[src/rtl/mem_bank_rw_client_pkg.sv]
// mem_bank_pkg: shared types and constants for the bank RW-port client
package mem_bank_pkg;
  localparam int DEF_DEPTH = 4;
  localparam int DEF_WIDTH = 64;
  localparam int RSP_FIFO_DEPTH = 2;
  typedef enum logic {INIT, RUN} state_e;
  typedef logic [$clog2(DEF_DEPTH)-1:0] addr_t;
  typedef logic [DEF_WIDTH-1:0] data_t;
endpackage

[src/rtl/mem_bank_rw_client_if.sv]
// mem_bank_rw_client_if: request/response streams between a requester (master) and the client (slave)
interface mem_bank_rw_client_if #(
  parameter int ADDR_W = 2,
  parameter int DATA_W = 64
);
  logic              req_valid;
  logic              req_ready;
  logic              req_write;
  logic [ADDR_W-1:0] req_addr;
  logic [DATA_W-1:0] req_wmask;
  logic [DATA_W-1:0] req_wdata;
  logic              rsp_valid;
  logic              rsp_ready;
  logic [DATA_W-1:0] rsp_rdata;
  modport master (
    output req_valid, req_write, req_addr, req_wmask, req_wdata, rsp_ready,
    input  req_ready, rsp_valid, rsp_rdata
  );
  modport slave (
    input  req_valid, req_write, req_addr, req_wmask, req_wdata, rsp_ready,
    output req_ready, rsp_valid, rsp_rdata
  );
endinterface

[src/rtl/mem_bank_rw_client_fifo.sv]
// mem_rsp_fifo2: 2-entry valid/ready response FIFO
//   push/push_data in, pop_valid/pop_ready/pop_data out, count = occupancy
module mem_rsp_fifo2 import mem_bank_pkg::*; #(
  parameter int W = 64
) (
  input  logic         clk,
  input  logic         rst_n,
  input  logic         push,
  input  logic [W-1:0] push_data,
  input  logic         pop_ready,
  output logic         pop_valid,
  output logic [W-1:0] pop_data,
  output logic [1:0]   count
);
  logic [W-1:0] mem [RSP_FIFO_DEPTH];
  logic wr_ptr, rd_ptr, wr, rd;
  assign pop_valid = count != 2'd0;
  assign pop_data = mem[rd_ptr];
  assign wr = push && count < 2'(RSP_FIFO_DEPTH);
  assign rd = pop_valid && pop_ready;
  always_ff @(posedge clk or negedge rst_n)
    if (!rst_n) begin
      wr_ptr <= 1'b0;
      rd_ptr <= 1'b0;
      count <= 2'd0;
    end else begin
      wr_ptr <= wr_ptr ^ wr;
      rd_ptr <= rd_ptr ^ rd;
      count <= count + 2'(wr) - 2'(rd);
    end
  always_ff @(posedge clk)
    if (wr) mem[wr_ptr] <= push_data;
endmodule

[src/rtl/mem_bank_rw_client.sv]
// mem_bank_rw_client: drives one RW port of a masked register bank from a request stream
//   clk/rst_n, bus (req_*/rsp_* streams), init_start/init_busy (re-init sweep),
//   RW_wmode/RW_addr/RW_wmask/RW_wdata to the bank, RW_rdata combinational read back
module mem_bank_rw_client import mem_bank_pkg::*; #(
  parameter int REG_DEPTH = 4,
  parameter int REG_WIDTH = 64,
  parameter logic [REG_WIDTH-1:0] INIT_VALUE = '0
) (
  input  logic                         clk,
  input  logic                         rst_n,
  mem_bank_rw_client_if.slave          bus,
  input  logic                         init_start,
  output logic                         init_busy,
  output logic                         RW_wmode,
  output logic [$clog2(REG_DEPTH)-1:0] RW_addr,
  output logic [REG_WIDTH-1:0]         RW_wmask,
  output logic [REG_WIDTH-1:0]         RW_wdata,
  input  logic [REG_WIDTH-1:0]         RW_rdata
);
  localparam int AW = $clog2(REG_DEPTH);
  state_e state;
  logic [AW-1:0] cnt;
  logic init_pending, sweep, accept;
  logic [1:0] fifo_count;
  assign sweep = state == INIT;
  assign bus.req_ready = !sweep && !init_pending && fifo_count < 2'(RSP_FIFO_DEPTH);
  assign accept = bus.req_valid && bus.req_ready;
  assign init_busy = sweep || init_pending;
  // reset shares the INIT state, so gate the write strobe to keep the bank untouched while held
  assign RW_wmode = rst_n && (sweep || (accept && bus.req_write));
  assign RW_addr = sweep ? cnt : bus.req_addr;
  assign RW_wmask = sweep ? '1 : bus.req_wmask;
  assign RW_wdata = sweep ? INIT_VALUE : bus.req_wdata;
  always_ff @(posedge clk or negedge rst_n)
    if (!rst_n) begin
      state <= INIT;
      cnt <= '0;
      init_pending <= 1'b0;
    end else if (sweep) begin
      cnt <= cnt + 1'b1;
      if (cnt == AW'(REG_DEPTH - 1)) begin
        state <= RUN;
        cnt <= '0;
      end
    end else if (init_pending && fifo_count == 2'd0) begin
      state <= INIT;
      init_pending <= 1'b0;
    end else if (init_start) init_pending <= 1'b1;
  // read data is captured in the acceptance cycle, before any write at that edge lands
  mem_rsp_fifo2 #(.W(REG_WIDTH)) u_fifo (
    .clk       (clk),
    .rst_n     (rst_n),
    .push      (accept && !bus.req_write),
    .push_data (RW_rdata),
    .pop_ready (bus.rsp_ready),
    .pop_valid (bus.rsp_valid),
    .pop_data  (bus.rsp_rdata),
    .count     (fifo_count)
  );
endmodule

[src/flat_wrapper.sv]
// flat-port wrapper written by rule: the top's interface ports become plain ports
module mem_bank_rw_client_flat import mem_bank_pkg::*;
#(
  parameter int REG_DEPTH = 4,
  parameter int REG_WIDTH = 64,
  parameter logic [REG_WIDTH-1:0] INIT_VALUE = '0
)
  (clk, rst_n, init_start, init_busy, RW_wmode, RW_addr, RW_wmask, RW_wdata, RW_rdata, bus_req_valid, bus_req_write, bus_req_addr, bus_req_wmask, bus_req_wdata, bus_rsp_ready, bus_req_ready, bus_rsp_valid, bus_rsp_rdata);
  mem_bank_rw_client_if #(.ADDR_W(2), .DATA_W(64)) bus_i ();
  input  logic clk;
  input  logic rst_n;
  input  logic init_start;
  output logic init_busy;
  output logic RW_wmode;
  output logic [$clog2(REG_DEPTH)-1:0] RW_addr;
  output logic [REG_WIDTH-1:0] RW_wmask;
  output logic [REG_WIDTH-1:0] RW_wdata;
  input  logic [REG_WIDTH-1:0] RW_rdata;
  input wire logic [$bits(bus_i.req_valid)-1:0] bus_req_valid;
  input wire logic [$bits(bus_i.req_write)-1:0] bus_req_write;
  input wire logic [$bits(bus_i.req_addr)-1:0] bus_req_addr;
  input wire logic [$bits(bus_i.req_wmask)-1:0] bus_req_wmask;
  input wire logic [$bits(bus_i.req_wdata)-1:0] bus_req_wdata;
  input wire logic [$bits(bus_i.rsp_ready)-1:0] bus_rsp_ready;
  output wire logic [$bits(bus_i.req_ready)-1:0] bus_req_ready;
  output wire logic [$bits(bus_i.rsp_valid)-1:0] bus_rsp_valid;
  output wire logic [$bits(bus_i.rsp_rdata)-1:0] bus_rsp_rdata;
  assign bus_i.req_valid = bus_req_valid;
  assign bus_i.req_write = bus_req_write;
  assign bus_i.req_addr = bus_req_addr;
  assign bus_i.req_wmask = bus_req_wmask;
  assign bus_i.req_wdata = bus_req_wdata;
  assign bus_i.rsp_ready = bus_rsp_ready;
  assign bus_req_ready = bus_i.req_ready;
  assign bus_rsp_valid = bus_i.rsp_valid;
  assign bus_rsp_rdata = bus_i.rsp_rdata;
  mem_bank_rw_client #(.REG_DEPTH(REG_DEPTH), .REG_WIDTH(REG_WIDTH), .INIT_VALUE(INIT_VALUE)) u_core (.clk(clk), .rst_n(rst_n), .bus(bus_i), .init_start(init_start), .init_busy(init_busy), .RW_wmode(RW_wmode), .RW_addr(RW_addr), .RW_wmask(RW_wmask), .RW_wdata(RW_wdata), .RW_rdata(RW_rdata));
endmodule
[config.mk]
export PLATFORM = sky130hd
export DESIGN_NAME = mem_bank_rw_client_flat
export DESIGN_NICKNAME = d
export VERILOG_FILES = /design/src/rtl/mem_bank_rw_client_pkg.sv /design/src/rtl/mem_bank_rw_client_if.sv /design/src/rtl/mem_bank_rw_client_fifo.sv /design/src/rtl/mem_bank_rw_client.sv /design/src/flat_wrapper.sv
export SDC_FILE = /design/constraint.sdc
export NUM_CORES = 1
export LEC_CHECK = 0
export BUFFER_PORTS_ARGS = -buffer_cell sky130_fd_sc_hd__buf_2
export CAP_MARGIN = 20
export CORE_AREA = 2 2 156 158
export CTS_CLUSTER_SIZE = 25
export DETAILED_ROUTE_END_ITERATION = 10
export DIE_AREA = 0 0 158 160
export GPL_ROUTABILITY_DRIVEN = 0
export RECOVER_POWER = 25
export SKIP_CTS_REPAIR_TIMING = 1
export SYNTH_ARGS = -nofsm -noshare
export SYNTH_HDL_FRONTEND = slang
export SYNTH_SLANG_ARGS = --single-unit
[constraint.sdc]
create_clock -name clk -period 6.9 [get_ports clk]
set_input_delay 1.035 -clock clk [delete_from_list [all_inputs] [get_ports clk]]
set_output_delay 1.035 -clock clk [all_outputs]
set_load 0.02 [all_outputs]
==> results.yml, run 1 <==
clock_network:
  cts_max_level: 4
  clkTransAtPathRegs_ns: 0.06
  clkLatencyLatePin_ns: 0.41
  cts_root_buffer: "clkbuf_16"
  clock_sinks: 136
  cts_tree: "done"
  clockBufferDepth: 2
  numCtsBuffers: 17
timing:
  period_minus_slack_ns: 3.279
  rsz0062_at_grt: "no"
  timing.final.crit_share_pct: 47.52
  slew_viol_final: 0
  finalSetupTns_ns: 0
  worst_hold_slack_ns: 0.5199
  setup_violations: 0
  relSlewSlack_pct: 34.29
  worst_slew_pin_slew_ns: 0.9856
  finalHoldViolations: 0
  max_freq_mhz: 305.0
  skew_ns: 0.006573
yosys:
  synth-seq-cells: 136
  netlist_area_um2: 5893
  synth_top_area_share_pct: 65.22
  avgSynthCellArea_um2: 15.47
  ys_seq_area_share_pct: 68.62
  synth_cell_types: 21
  syn_nets: 586
  netlist_top_cells_area: "edfxtp_1 65%, mux2_2 13%, nand2b_1 6.9%"
  synth_cells: 381
  yosysWarnings: 0
  synth_top_area_cell: "edfxtp_1"
setup_path:
  reg2reg_slack_ns: 4.13
  cp_max_fo: 100
  crit_family: "buffers and inverters"
  cp.depth: 3
  critPathCapture: "RW_wdata[43]"
  crit_chain: "buf_4 > and2_1 > buf_2"
  cp-startpoint: "u_core.state$_DFF_PN0_"
  cpPeakStageDelay_ns: 0.71
  timing.rr.start: "u_core.u_fifo.count[1]$_DFF_PN0_"
  endpoint_kind: "output port"
  r2r_cells: 3
  cp.arrival_ns: 2.24
  worstReg2RegEnd: "u_core.u_fifo.mem[0][32]$_DFFE_PP_"
  crit_path_start_kind: "flip-flop"
  cp_slowest_cell: "buf_4"
  worstSetupPathType: "flip-flop to output port"
  crit_buf_inv: 2
  cp.required_ns: 5.86
run:
  maxCapViolations: 0
finish:
  post_layout_nonfiller_instances: 1121
  layout-drive-gt1-share_pct: 60.63
  layout.nets: 982
  n_fill_cell: 2427
  syn2layout_area_growth_pct: 49.41
floorplan:
  design.die.area_um2: 25280
  coreArea_um2: 23820
  die_y_um: 160
  io_pins: 398
  rows: 57
  start_util_pct: 24.74
  die_w_um: 158
route:
  ant_nets: 0
  drc: 0
  totalWireLength_um: 24110
  via_count: 4641
  post_drt_wl_per_cell_um: 21.50
  dr.first_iter.drc_count: 304
  vias_per_cell: 4.140
  dr.pass1.iters: 4
place:
  placedCellCount: 1082
  numPortBuffers: 397
  hpwlAfterDp_um: 19730
power_and_ir_drop:
  p_leak_nw: 3.732
  powerDensity_nw_per_um2: 376.6
  ir_worst_vdd_mv: 0.2153
  totalPowerFinal_w: 0.003316
hold_path:
  min_path_type: "flip-flop to flip-flop"
  whs_path_depth: 1
grt:
  grt_max_degree: 101
  antenna_found_initial: 29
  grt_pass1_vias: 4469
  grt_util_all_layers_pct: 18.31
  gr-total-overflow: 0
  grt_pass1_wl_um: 31380
run_status:
  outcome: "complete, no violations"
how the worst min path moves through the flow:
stage                                     start                               end  slack [ns]
3_5_place_dp   u_core.u_fifo.count[0]$_DFF_PN0_  u_core.u_fifo.count[0]$_DFF_PN0_        0.51
2_1_floorplan  u_core.u_fifo.count[0]$_DFF_PN0_  u_core.u_fifo.count[0]$_DFF_PN0_        0.48
5_1_grt        u_core.u_fifo.count[0]$_DFF_PN0_  u_core.u_fifo.count[0]$_DFF_PN0_        0.55
6_report       u_core.u_fifo.count[0]$_DFF_PN0_  u_core.u_fifo.count[0]$_DFF_PN0_        0.52
4_1_cts                                   rst_n            u_core.state$_DFF_PN0_        0.46
3_3_place_gp   u_core.u_fifo.count[0]$_DFF_PN0_  u_core.u_fifo.count[0]$_DFF_PN0_        0.50
flip-flops by register name, indices dropped and copies added (netlist names):
register,flops
u_core.u_fifo.mem,128
u_core.cnt,2
u_core.u_fifo.count,2
u_core.init_pending,1
u_core.u_fifo.rd_ptr,1
u_core.state,1
u_core.u_fifo.wr_ptr,1
per-layer routing:
metal	GRT usage (%)	vias to the layer above	part of all wire, %
li1	-	2148	-
met3	5.237	46	10
met4	5.201	4	1.5
met1	21.71	2189	37
met2	32.11	254	51
met5	0	-	0.12
worst register-to-register path, stage by stage, from the launching register on:
cell and delay [ns]:
dfrtp_1 0.43, or3b_4 0.42, nor3b_1 0.58, ha_4 0.85
cell usage in the layout, fill, tap and decap left out, drive strengths merged, types with 2 or more instances in the layout:
master	synthesis	final
buf	14	379
ha	5	5
xnor2	3	3
a31oi	2	2
clkbuf	8	37
or3b	2	2
inv	6	8
mux2	68	68
diode	0	7
edfxtp	128	128
nand2b	65	65
bufinv	0	2
nor2	3	3
dfrtp	8	8
and2	64	64
clkinv	0	10
through the flow:
stage | setup WS [ns] | cell area (um2) | utilization, %
floorplan | 3.203 | 5893 | -
global placement | 3.472 | 8237 | 34.58
detailed placement | 3.446 | 8237 | 34.58
CTS | 3.632 | 8815 | 37.00
global route | 3.465 | 8797 | 36.93
finish | 3.621 | 8805 | 36.96
area by class of cell:
class	instances	area, um2	area share, %
Antenna cell	7	17.52	0.1989
Clock buffer	17	425.4	4.832
Clock inverter	15	152.6	1.734
Inverter	6	22.52	0.2558
Multi-Input combinational cell	217	1758	19.97
Sequential cell	136	4049	45.99
Tap cell	324	405.4	4.604
Timing Repair Buffer	399	1974	22.42
cells by family (layout without fill, tap and decap cells):
kind of cell             count (synthesis)  after routing  synth area share (%)
AO/OA/AOI/OAI                            5              5                0.4882
XOR/XNOR                                 3              3                0.4459
adder cells (fa/ha/maj)                  5              5                 1.062
buffers and inverters                   28            437                 1.974
flip-flops                             136            136                 68.62
multiplexers                            68             68                 12.99
other                                    0              7                     0
AND/OR/NAND/NOR                        136            136                 14.42
report_power, final:
| part | internal [W] | switching, W |
|---|---|---|
| Combinational | 0.000521 | 0.000899 |
| Sequential | 0.000961 | 0.0000487 |
| Clock | 0.000532 | 0.000354 |
synth_stat cells:
| library cell | number |
|---|---|
| clkbuf_2 | 1 |
| or3b_1 | 1 |
| clkbuf_1 | 7 |
| or3b_4 | 1 |
| and2_1 | 64 |
| nor2_1 | 3 |
| buf_2 | 8 |
| edfxtp_1 | 128 |
| o21ai_0 | 1 |
| mux2_2 | 68 |
| dfrtp_1 | 8 |
| o22ai_1 | 1 |
| nand2b_1 | 65 |
| a21oi_1 | 1 |
| nor3b_1 | 1 |
| ha_1 | 5 |
| inv_1 | 6 |
| buf_1 | 6 |
| xnor2_1 | 3 |
| nand2_1 | 1 |
| a31oi_1 | 2 |
Power figures use the tool's default switching activity.
==> run 2: changes to the inputs <==
Settings changed: CORE_AREA 2 2 156 158 to 2 2 154 156, DIE_AREA 0 0 158 160 to 0 0 156 158.
Clock period 6.9 ns to 3.32 ns, I/O delays scaled along.
==> run 2 against run 1 <==
Global-route usage rose by 1.6 points. Die area shrank 2.5%. Worst hold slack lost 0.25 ns. First-iteration DRC count down 0.66%. Critical endpoint is now RW_addr[0]. Largest cell class unchanged. Largest power group unchanged.
==> results.yml, run 2 (synthesis results as in run 1) <==
run_status:
  outcome: "complete, no violations"
floorplan:
  rows: 56
  design.die.area_um2: 24650
  die_w_um: 156
  coreArea_um2: 23050
  die_y_um: 158
  start_util_pct: 25.56
  io_pins: 398
clock_network:
  cts_root_buffer: "clkbuf_16"
  clkTransAtPathRegs_ns: 0.06
  clockBufferDepth: 2
  numCtsBuffers: 17
  cts_max_level: 4
  clock_sinks: 136
  cts_tree: "done"
  clkLatencyLatePin_ns: 0.42
route:
  post_drt_wl_per_cell_um: 23.66
  ant_nets: 0
  dr.first_iter.drc_count: 302
  dr.pass1.iters: 4
  drc: 0
  via_count: 4779
  vias_per_cell: 4.376
  totalWireLength_um: 25840
grt:
  grt_pass1_vias: 4491
  grt_pass1_wl_um: 32770
  gr-total-overflow: 0
  antenna_found_initial: 35
  grt_max_degree: 76
  grt_util_all_layers_pct: 19.95
place:
  hpwlAfterDp_um: 22010
  numPortBuffers: 397
finish:
  layout-drive-gt1-share_pct: 60.45
  final_cell_mix: "374 x buf_2, 128 x edfxtp_1, 68 x mux2_2"
  utilization_pct: 38.33
  final_common_cell: "buf_2"
  largest-register: "u_core.u_fifo.mem"
  largestRegisters: "u_core.u_fifo.mem: 128 flops, u_core.cnt: 2 flops, u_core.u_fifo.count: 2 flops"
  largest_register_ff_count: 128
  syn2layout_area_growth_pct: 49.94
  layout.nets: 988
setup_path:
  crit_path_start_kind: "flip-flop"
  cp.required_ns: 2.82
  worstSetupPathType: "flip-flop to output port"
  cp.arrival_ns: 2.16
  endpoint_kind: "output port"
  r2r_cells: 4
  cp_max_fo: 75
hold_path:
  whs_path_depth: 1
  min_path_type: "input pin to flip-flop"
timing:
  slew_viol_final: 0
  worst_hold_slack_ns: 0.2702
  timing.final.crit_share_pct: 80.14
  max_freq_mhz: 375.9
  period_minus_slack_ns: 2.661
  relSlewSlack_pct: 55.69
  skew_ns: 0.01081
  setup_violations: 0
  finalSetupTns_ns: 0
  worst_slew_pin_slew_ns: 0.6633
  rsz0062_at_grt: "no"
  finalHoldViolations: 0
run:
  maxCapViolations: 0
power_and_ir_drop:
  ir_worst_vdd_mv: 0.4001
  totalPowerFinal_w: 0.006853
  p_leak_nw: 3.757
  powerDensity_nw_per_um2: 775.6
## run 2: changes by cell type in the layout (fill, tap and decap cells not counted), sizes merged
cell	previous run	this run
clkinv	10	8
buf	379	381
dlygate4sd3	0	1
clkbuf	37	41
clkinvlp	1	2
inv	8	6
diode	7	8
## run 2: critical path: stages, from the launching register on
cell and delay, ns:
dfrtp_4 0.58, buf_4 0.55, mux2_2 0.43, buf_2 0.17
## run 2: final timing paths
check	end	slack (ns)	startpoint
max	RW_addr[0]	0.66	u_core.state$_DFF_PN0_
min	u_core.u_fifo.mem[1][17]$_DFFE_PP_	0.27	RW_rdata[17]
max reg2reg	u_core.u_fifo.mem[1][21]$_DFFE_PP_	0.95	u_core.u_fifo.count[1]$_DFF_PN0_
min reg2reg	u_core.u_fifo.count[0]$_DFF_PN0_	0.53	u_core.u_fifo.count[0]$_DFF_PN0_
max in group asynchronous	u_core.state$_DFF_PN0_	2.59	rst_n
min in group asynchronous	u_core.init_pending$_DFFE_PN0P_	0.50	rst_n
## run 2: through the flow
step	instances	setup WS [ns]	area, um2
floorplan	381	0.1596	5893
global placement	1053	0.8147	8294
detailed placement	1053	0.8068	8294
CTS	1083	0.5981	8835
global route	1085	0.5250	8818
finish	1092	0.6595	8836
## run 2: layout make-up
class / instances / area, um2
Clock inverter: 12 / 111.4
Fill cell: 2312 / 14220
Antenna cell: 8 / 20.02
Sequential cell: 136 / 4049
Inverter: 6 / 22.52
Timing Repair Buffer: 405 / 2083
Multi-Input combinational cell: 217 / 1758
Tap cell: 290 / 362.8
Clock buffer: 18 / 429.2
## run 2: power by group
group / internal [W] / switching [W]
sequential: 0.00200 / 0.000154
combinational: 0.00111 / 0.00187
clock: 0.00108 / 0.000645
## run 2: routing by layer
| layer | track usage, % | part of all wire [%] | up-vias |
|---|---|---|---|
| met5 | 0 | 0.050 | - |
| met1 | 25.01 | 39 | 2275 |
| met4 | 4.718 | 1.9 | 2 |
| met2 | 33.38 | 49 | 288 |
| met3 | 6.707 | 10 | 53 |
| li1 | - | - | 2161 |
==> run 3: changes to the inputs <==
Clock period 3.32 ns to 2.8 ns, I/O delays scaled along.
==> run 3 against run 2 <==
Sequential cell count unchanged. Combinational power grew 21%. Clock power is 41% higher. Critical path depth stayed put. Sequential power grew 18%. Via count rose by 0.13%. Power increased by 25%. Sequential share of layout area down 0.75 points. Final cell count rose by 0.18%. Non-clock buffer count up 3.
==> results.yml, run 3 (synthesis results as in run 1) <==
route:
  totalWireLength_um: 26140
  post_drt_wl_per_cell_um: 23.89
  drc: 0
  dr.first_iter.drc_count: 350
  via_count: 4785
  vias_per_cell: 4.374
  dr.pass1.iters: 4
  ant_nets: 0
grt:
  gr-total-overflow: 0
  antenna_found_initial: 34
  grt_use_met1_pct: 26.01
  grt_use_met2_pct: 33.27
  grt_util_met3_pct: 5.119
  grt_pass1_vias: 4450
  grt_util_all_layers_pct: 20.23
  grt_most_used_layer: "met2"
  grt_pass1_wl_um: 33090
  grt_max_degree: 123
floorplan:
  die_y_um: 158
  io_pins: 398
  design.die.area_um2: 24650
  start_util_pct: 25.56
  rows: 56
  coreArea_um2: 23050
  die_w_um: 156
finish:
  layout-drive-gt1-share_pct: 60.95
  largest-register: "u_core.u_fifo.mem"
  n_fill_cell: 2280
  post_layout_nonfiller_instances: 1094
  multi_input_area_um2: 1758
  seq_area_um2: 4049
  largest_register_ff_count: 128
  layout.nets: 991
  utilization_pct: 38.97
  final_common_cell: "buf_2"
  syn2layout_area_growth_pct: 52.42
  final_cell_mix: "374 x buf_2, 128 x edfxtp_1, 68 x mux2_2"
  largestRegisters: "u_core.u_fifo.mem: 128 flops, u_core.cnt: 2 flops, u_core.u_fifo.count: 2 flops"
setup_path:
  crit_family: "flip-flops"
  cp_slowest_cell: "dfrtp_4"
  cp.required_ns: 2.38
  crit_path_start_kind: "flip-flop"
  worstSetupPathType: "flip-flop to output port"
  timing.rr.start: "u_core.u_fifo.count[1]$_DFF_PN0_"
  worstReg2RegEnd: "u_core.u_fifo.mem[1][9]$_DFFE_PP_"
  crit_buf_inv: 2
  r2r_cells: 5
  reg2reg_slack_ns: 0.51
  cpPeakStageDelay_ns: 0.55
  cp.arrival_ns: 2.00
  crit_chain: "buf_12 > mux2_2 > buf_2"
  endpoint_kind: "output port"
  cp.depth: 3
  cp_max_fo: 122
timing:
  timing.final.crit_share_pct: 86.30
  rsz0062_at_grt: "no"
  finalHoldViolations: 0
  worst_slew_pin_slew_ns: 0.5249
  max_freq_mhz: 413.9
  finalSetupTns_ns: 0
  slew_viol_final: 0
  setup_violations: 0
  relSlewSlack_pct: 65.01
  skew_ns: 0.01931
  period_minus_slack_ns: 2.416
clock_network:
  clock_sinks: 136
  cts_max_level: 4
  clkLatencyLatePin_ns: 0.43
  clkTransAtPathRegs_ns: 0.06
  cts_tree: "done"
  cts_root_buffer: "clkbuf_16"
  clockBufferDepth: 2
  numCtsBuffers: 17
hold_path:
  min_path_type: "input pin to flip-flop"
  hp-start: "RW_rdata[30]"
  hold-path-endpoint: "u_core.u_fifo.mem[1][30]$_DFFE_PP_"
  whs_path_depth: 1
place:
  placedCellCount: 1056
  hpwlAfterDp_um: 22240
  numPortBuffers: 397
power_and_ir_drop:
  ir_worst_vdd_mv: 0.5218
  powerDensity_nw_per_um2: 953.1
  p_leak_nw: 3.828
run:
  maxCapViolations: 0
run_status:
  outcome: "complete, no violations"
==> run 3: cell count changes in the layout (fill, tap and decap cells not counted), sizes merged <==
cell / previous run / this run
buf: 381 / 385
inv: 6 / 10
bufinv: 2 / 5
clkinv: 8 / 3
clkbuf: 41 / 40
diode: 8 / 5
==> run 3: stage by stage <==
step / power, W / setup slack, ns / cell area (um2) / hold slack, ns
floorplan: 0.004798 / -0.3005 / 5893 / 0.1244
global placement: 0.006195 / 0.3969 / 8342 / 0.3052
detailed placement: 0.006206 / 0.3761 / 8342 / 0.3049
CTS: 0.008644 / 0.3093 / 8989 / -0.1527
global route: 0.008960 / 0.2577 / 8975 / 0.1658
finish: 0.008561 / 0.3837 / 8982 / 0.1819
==> run 3: area by class of cell <==
type	count	share of cell area, %
repair buffers	408	23.72
well taps	290	4.040
flip-flops and latches	136	45.08
clock inverters	14	2.424
inverters	6	0.2507
multi-input cells	217	19.57
clock buffers	18	4.778
diodes	5	0.1393
==> run 3: how the worst max path moves through the flow <==
stage / startpoint / end / slack (ns)
6_report: u_core.state$_DFF_PN0_ / RW_addr[1] / 0.38
5_1_grt: u_core.state$_DFF_PN0_ / RW_addr[1] / 0.26
4_1_cts: u_core.state$_DFF_PN0_ / RW_addr[1] / 0.31
3_5_place_dp: bus_req_valid / u_core.u_fifo.mem[1][12]$_DFFE_PP_ / 0.38
3_3_place_gp: bus_req_valid / u_core.u_fifo.mem[0][10]$_DFFE_PP_ / 0.40
2_1_floorplan: u_core.u_fifo.count[1]$_DFF_PN0_ / u_core.u_fifo.mem[0][0]$_DFFE_PP_ / -0.30
==> run 3: routing by layer <==
layer  wire length [um]  vias up  part of all wire (%)
met3               2484       54                   9.5
met2              12840      293                    49
met5                  0        -                     0
li1                   -     2167                     -
met1              10240     2271                    39
met4                573        0                   2.2
==> run 3: where the power goes <==
| group | total, W | switching [W] | internal (W) |
|---|---|---|---|
| Clock | 0.00243 | 0.000840 | 0.00159 |
| Sequential | 0.00253 | 0.000161 | 0.00237 |
| Combinational | 0.00361 | 0.00223 | 0.00138 |
| Total | 0.00856 | 0.00323 | 0.00533 |
